File: config.mk
export PLATFORM = sky130hd
export DESIGN_NAME = car_loop_filter
export DESIGN_NICKNAME = d
export VERILOG_FILES = /design/src/rtl/car_loop_filter.sv
export SDC_FILE = /design/constraint.sdc
export NUM_CORES = 1
export LEC_CHECK = 0
export BUFFER_PORTS_ARGS = -buffer_cell sky130_fd_sc_hd__buf_2
export CORE_ASPECT_RATIO = 1.2
export CORE_MARGIN = 4
export CORE_UTILIZATION = 45
export CTS_BUF_LIST = sky130_fd_sc_hd__clkbuf_16
export DETAILED_ROUTE_END_ITERATION = 7
export PLACE_DENSITY = 0.59
export SLEW_MARGIN = 40
export SYNTH_ARGS = -nofsm -noshare
export SYNTH_HDL_FRONTEND = slang
export SYNTH_SLANG_ARGS = --single-unit
File: constraint.sdc
create_clock -name rx_clk -period 6.45 [get_ports rx_clk]
set_input_delay 1.29 -clock rx_clk [delete_from_list [all_inputs] [get_ports rx_clk]]
set_output_delay 1.29 -clock rx_clk [all_outputs]
set_load 0.01 [all_outputs]
File: src/rtl/car_loop_filter.sv
// Costas carrier loop back-end: sign(I)*Q discriminator, PI filter, lock detect, NCO FCW out.
// Latency: dump sampled at edge N -> tx_car_fcw / tx_fcw_valid at edge N+3; one dump per 4 clocks.
// Backpressure: none; a dump arriving while an update is in flight is discarded and flagged on tx_drop.
module car_loop_filter #(
   parameter int                   CORR_WIDTH = 24,
   parameter int                   ACC_WIDTH  = 32,
   parameter int                   ERR_WIDTH  = 12,
   parameter int                   DISC_SHIFT = 8,
   parameter int                   KP_SHIFT   = 6,
   parameter int                   KI_SHIFT   = 2,
   parameter logic [ACC_WIDTH-1:0] INT_LIM    = 32'h0010_0000,
   parameter int                   LOCK_CNT   = 16
) (
   input  logic                         rx_clk,
   input  logic                         rx_rst_n,
   input  logic                         rx_loop_en,
   input  logic [ACC_WIDTH-1:0]         rx_car_fcw_nom,
   input  logic                         rx_corr_valid,
   input  logic signed [CORR_WIDTH-1:0] rx_corr_i,
   input  logic signed [CORR_WIDTH-1:0] rx_corr_q,
   output logic [ACC_WIDTH-1:0]         tx_car_fcw,
   output logic                         tx_fcw_valid,
   output logic                         tx_lock,
   output logic                         tx_drop
);

   localparam int CNT_W = $clog2(LOCK_CNT + 1);
   localparam logic [CNT_W-1:0] CNT_MAX = CNT_W'(LOCK_CNT);
   localparam logic signed [CORR_WIDTH:0] ERR_MAX = (CORR_WIDTH+1)'((2**(ERR_WIDTH-1)) - 1);
   localparam logic signed [CORR_WIDTH:0] ERR_MIN = (CORR_WIDTH+1)'(-(2**(ERR_WIDTH-1)));
   localparam logic signed [ACC_WIDTH:0]  LIM_P   = {1'b0, INT_LIM};
   localparam logic signed [ACC_WIDTH:0]  LIM_N   = -LIM_P;

   typedef enum logic [1:0] {ST_IDLE, ST_DISC, ST_FILT, ST_UPD} state_t;

   state_t state_q, state_d;

   logic signed [CORR_WIDTH-1:0] corr_i_q, corr_q_q;
   logic signed [ERR_WIDTH-1:0]  err_q, err_d;
   logic [CORR_WIDTH-1:0]        abs_i_q, abs_q_q, abs_i_d, abs_q_d;
   logic signed [ACC_WIDTH-1:0]  intg_q, intg_d;
   logic signed [ACC_WIDTH-1:0]  prop_q, prop_d;
   logic [CNT_W-1:0]             cnt_q, cnt_d;

   logic signed [CORR_WIDTH:0]   q_ext, q_rot, q_shf;
   logic signed [ACC_WIDTH-1:0]  err_ext, ki_term;
   logic signed [ACC_WIDTH:0]    intg_sum;
   logic                         in_phase;
   logic                         capture;

   assign capture = rx_loop_en && rx_corr_valid && (state_q == ST_IDLE);

   // ---------------- control ----------------
   always_ff @(posedge rx_clk or negedge rx_rst_n) begin
      if (!rx_rst_n) state_q <= ST_IDLE;
      else           state_q <= state_d;
   end

   always_comb begin
      state_d = state_q;
      if (!rx_loop_en) begin
         state_d = ST_IDLE;
      end else begin
         case (state_q)
            ST_IDLE: if (rx_corr_valid) state_d = ST_DISC;
            ST_DISC: state_d = ST_FILT;
            ST_FILT: state_d = ST_UPD;
            ST_UPD:  state_d = ST_IDLE;
            default: state_d = ST_IDLE;
         endcase
      end
   end

   // ---------------- discriminator ----------------
   // One extra bit so that negating the most negative Q cannot overflow; I==0 counts as positive.
   always_comb begin
      q_ext = {corr_q_q[CORR_WIDTH-1], corr_q_q};
      q_rot = corr_i_q[CORR_WIDTH-1] ? -q_ext : q_ext;
      q_shf = q_rot >>> DISC_SHIFT;
      if (q_shf > ERR_MAX)      err_d = ERR_MAX[ERR_WIDTH-1:0];
      else if (q_shf < ERR_MIN) err_d = ERR_MIN[ERR_WIDTH-1:0];
      else                      err_d = q_shf[ERR_WIDTH-1:0];
      abs_i_d = corr_i_q[CORR_WIDTH-1] ? (~corr_i_q) + CORR_WIDTH'(1) : corr_i_q;
      abs_q_d = corr_q_q[CORR_WIDTH-1] ? (~corr_q_q) + CORR_WIDTH'(1) : corr_q_q;
   end

   // ---------------- PI filter and lock counter ----------------
   always_comb begin
      err_ext  = {{(ACC_WIDTH-ERR_WIDTH){err_q[ERR_WIDTH-1]}}, err_q};
      ki_term  = err_ext <<< KI_SHIFT;
      prop_d   = err_ext <<< KP_SHIFT;
      intg_sum = {intg_q[ACC_WIDTH-1], intg_q} + {ki_term[ACC_WIDTH-1], ki_term};
      if (intg_sum > LIM_P)      intg_d = LIM_P[ACC_WIDTH-1:0];
      else if (intg_sum < LIM_N) intg_d = LIM_N[ACC_WIDTH-1:0];
      else                       intg_d = intg_sum[ACC_WIDTH-1:0];
      in_phase = {1'b0, abs_i_q} >= {abs_q_q, 1'b0};
      if (!in_phase)             cnt_d = '0;
      else if (cnt_q == CNT_MAX) cnt_d = cnt_q;
      else                       cnt_d = cnt_q + CNT_W'(1);
   end

   always_ff @(posedge rx_clk or negedge rx_rst_n) begin
      if (!rx_rst_n) begin
         corr_i_q <= '0;
         corr_q_q <= '0;
         err_q    <= '0;
         abs_i_q  <= '0;
         abs_q_q  <= '0;
         prop_q   <= '0;
      end else begin
         if (capture) begin
            corr_i_q <= rx_corr_i;
            corr_q_q <= rx_corr_q;
         end
         if (state_q == ST_DISC) begin
            err_q   <= err_d;
            abs_i_q <= abs_i_d;
            abs_q_q <= abs_q_d;
         end
         if (state_q == ST_FILT) prop_q <= prop_d;
      end
   end

   // Loop state is discarded whenever the loop is opened so a re-close starts clean.
   always_ff @(posedge rx_clk or negedge rx_rst_n) begin
      if (!rx_rst_n) begin
         intg_q <= '0;
         cnt_q  <= '0;
      end else if (!rx_loop_en) begin
         intg_q <= '0;
         cnt_q  <= '0;
      end else if (state_q == ST_FILT) begin
         intg_q <= intg_d;
         cnt_q  <= cnt_d;
      end
   end

   // ---------------- outputs ----------------
   always_ff @(posedge rx_clk or negedge rx_rst_n) begin
      if (!rx_rst_n) begin
         tx_car_fcw   <= '0;
         tx_fcw_valid <= 1'b0;
         tx_lock      <= 1'b0;
         tx_drop      <= 1'b0;
      end else if (!rx_loop_en) begin
         tx_car_fcw   <= rx_car_fcw_nom;
         tx_fcw_valid <= 1'b0;
         tx_lock      <= 1'b0;
         tx_drop      <= 1'b0;
      end else begin
         tx_fcw_valid <= (state_q == ST_UPD);
         tx_drop      <= rx_corr_valid && (state_q != ST_IDLE);
         if (state_q == ST_UPD) begin
            // Modulo-2^ACC_WIDTH sum: the NCO word wraps by design.
            tx_car_fcw <= rx_car_fcw_nom + prop_q + intg_q;
            tx_lock    <= (cnt_q == CNT_MAX);
         end
      end
   end

endmodule

==> summary.txt <==
Starting Density: 0.4569
grt ovf: 0
number of buffers created by CTS: 17
mapped cell area: 13570 um^2
Critical Path Source Type: flop
Worst Tran Pin Value: 841.0 ps
min Tclk post-route: 4556 ps
Worst-Skew Late Latency: 440 ps
internal power: 0.003916 W
layout cells sized above 1: 0.1756
Total Routing Usage GR: 0.2122
dpl cells: 1883
Synth Warn #: 0
RSZ-0062 raised after global routing: false
port bufs: 118
ranking of synthesized cells by instance count: dfrtp_1 (192), nor2_1 (143), a21oi_1 (136), nand2_1 (108), ha_1 (96)
CTS Buffer Depth: 2
PwrDens: 486.2 nW/um^2
Req. time, crit path: 6780 ps
Crit. End Element: flop
R2R Setup Slk: 1890 ps
worst hold path type: reg -> reg
FP Rows: 69
Die Ht: 198.2 um
vias in the first global route: 10750
Leak: 6.780 nW
TritonCTS Sinks: 192
ANT cells: 0
critical path's top delay family: compound AO/OA/AOI/OAI gates
Detail Route Antenna Nets: 0
switch share: 0.4612
Pins Over Slew Limit: 0
Final Hold Viols: 0
fmax: 219.5 MHz
initial antenna violation count: 1
final WL: 34.91 mm
Combinational Power Share: 0.562
status: finished, final reports clean
syn avg cell area: 9.429 um^2
Setup Skew: 9.842 ps
CTS H-Tree Depth: 4
total negative slack: 0 ps
sw power: 0.003352 W
clk root buf: clkbuf_16
Buf/Inv on CP: 1
CTS Hold Bufs: 0
Seq cells post-synth: 192
first-pass GRT wire length: 56.62 mm
Setup Fix Bufs, Post-CTS: 0
number of max-cap violations: 0
DIE AREA: 33000 um^2
Slowest-stage cell, CP: or4_2
Cell Count, Final, Fillers Out: 1916
largest net degree at the start of global routing: 108
Final period util: 0.7063
clock network power share: 0.138
Seq pwr share: 0.300
ys async rst share: 1.000
Synth area leaders: dfrtp_1 (35%), ha_1 (8.9%), mux2_2 (5.8%), a21oi_1 (5.0%), xor2_1 (4.6%)
# IOs: 119
# resized after CTS: 0
DR vias: 10900
Avg WL per Cell: 18.22 um
routability congestion estimate: 0.9077
EDFF count, synth: 0
synthesized net count: 1645
top cell type's share of synthesized area: 0.3541
CTS tree: yes
ys flop type: dfrtp_1
Slowest Stage Delay on Critical Path: 990 ps
Die Wd: 166.5 um
peak supply drop: 331.1 uV
post-DP HPWL: 26.99 mm
Post-Synthesis Cells: 1439
Core Region: 29700 um^2
final setup violation count: 0
cell with the most instances after synthesis: dfrtp_1
nets@finish: 1719
DR vias/cell: 5.689
DRT Pass-1 Iters: 5
Area growth syn-to-layout: 10.18%
DRC violations left: 0
critical setup path kind: reg -> reg
Max FO, Critical Path: 21
Synth cell types: 85
most used cell, CP: a21oi_1
worst-path cell chain: ha_1 -> a21oi_1 -> o21ai_0 -> a221oi_1 -> nand3_1 -> a21oi_1 -> o21ai_1 -> xor2_2 -> buf_4 -> or4_2 -> o221a_2
Rel. slew slack: 0.4393
sequential fraction of the synthesis area: 0.3541
area leader, netlist: dfrtp_1
final core utilization: 0.5034
1st-iter DRT viols: 570
CP arrival: 4880 ps
Worst-path clk slew: 80 ps
worst paths after layout:
check,from,endpoint,cells past startpoint
hold reg to reg,tx_car_fcw[0],tx_car_fcw[0],1
min in group asynchronous,rx_rst_n,tx_car_fcw[29],1
setup reg to reg,err_q[11],intg_q[20],11
max in group asynchronous,rx_rst_n,abs_q_q[8],2
setup / recovery,err_q[11],intg_q[20],11
hold / removal,tx_car_fcw[0],tx_car_fcw[0],1
layout by cell type (no fill, tap or decap), drive strengths merged, types with 4 or more instances in the layout:
| cell | netlist | final |
|---|---|---|
| o31ai | 13 | 13 |
| nand4 | 20 | 20 |
| nand2b | 11 | 11 |
| and4 | 4 | 4 |
| ha | 96 | 96 |
| a31oi | 12 | 12 |
| dfrtp | 192 | 192 |
| inv | 57 | 64 |
| nand3 | 28 | 28 |
| or4 | 5 | 5 |
| mux2 | 70 | 70 |
| o211ai | 17 | 17 |
| nand4b | 5 | 5 |
| xor2 | 72 | 72 |
| o2111ai | 5 | 5 |
| nor2b | 14 | 14 |
| clkinvlp | 0 | 5 |
| clkbuf | 49 | 18 |
| o21a | 21 | 21 |
| nand3b | 6 | 6 |
| xnor2 | 32 | 32 |
| nor3b | 4 | 4 |
| and3 | 4 | 4 |
| a21o | 31 | 31 |
| a211oi | 7 | 7 |
| o21ai | 72 | 72 |
| mux2i | 27 | 27 |
| fa | 26 | 26 |
| o21bai | 4 | 4 |
| nor3 | 24 | 24 |
| a21oi | 138 | 138 |
| a32oi | 19 | 19 |
| a31o | 4 | 4 |
| nand2 | 108 | 108 |
| buf | 22 | 125 |
| nor4 | 6 | 6 |
| nor2 | 143 | 143 |
| and2 | 8 | 8 |
| or3 | 18 | 18 |
routing by layer:
metal / global-route usage / wire [um] / vias to the layer above
met5: 0 / 11 / -
met4: 0.08063 / 1321 / 2
met1: 0.2480 / 14220 / 5265
li1: - / - / 5327
met3: 0.03135 / 1213 / 64
met2: 0.3940 / 18140 / 242
power groups by stage:
stage | clock network [W] | logic (W) | registers [W]
6_report | 0.00100 | 0.00409 | 0.00218
4_1_cts | 0.00103 | 0.00409 | 0.00219
3_3_place_gp | 0 | 0.00401 | 0.00220
5_1_grt | 0.00107 | 0.00461 | 0.00225
2_1_floorplan | 0 | 0.00327 | 0.00200
3_5_place_dp | 0 | 0.00407 | 0.00221
cells by family (layout without fill, tap and decap cells):
logic type | count (synthesis) | count (layout) | share of synthesized area
xor+xnor | 104 | 104 | 0.06713
flops | 192 | 192 | 0.3541
compound gates | 376 | 376 | 0.1785
simple gates | 419 | 419 | 0.1508
buf+inv | 128 | 215 | 0.04427
mux | 97 | 97 | 0.07802
fa+ha+maj | 122 | 122 | 0.1269
other cells | 1 | 1 | 0.0002764
registers in the layout (all words and copies together) (netlist names):
signal and flops:
corr_q_q 24, intg_q 30, tx_drop 1, prop_q 12
tx_lock 1, state_q 2, abs_q_q 24, tx_car_fcw 32
err_q 12, cnt_q 5, corr_i_q 24, tx_fcw_valid 1
abs_i_q 24
final cells by class:
cell class / instances / area (um^2)
Clock buffer: 17 / 425.4
Clock inverter: 15 / 113.9
Fill cell: 2883 / 14750
Inverter: 57 / 214.0
Multi-Input combinational cell: 1119 / 8209
Sequential cell: 192 / 4807
Tap cell: 390 / 488.0
Timing Repair Buffer: 126 / 691.9
metrics by stage:
step | total power (W) | hold WS (ps) | instance area (um^2) | worst slack [ps]
finish | 0.007268 | 507.7 | 14950 | 1894
global placement | 0.006207 | 487.5 | 14360 | 1900
CTS | 0.007309 | 509.9 | 14920 | 1939
global route | 0.007935 | 523.5 | 14950 | 1658
floorplan | 0.005279 | 473.2 | 13570 | 2336
detailed placement | 0.006279 | 492.7 | 14380 | 1858
Power figures use the tool's default switching activity.
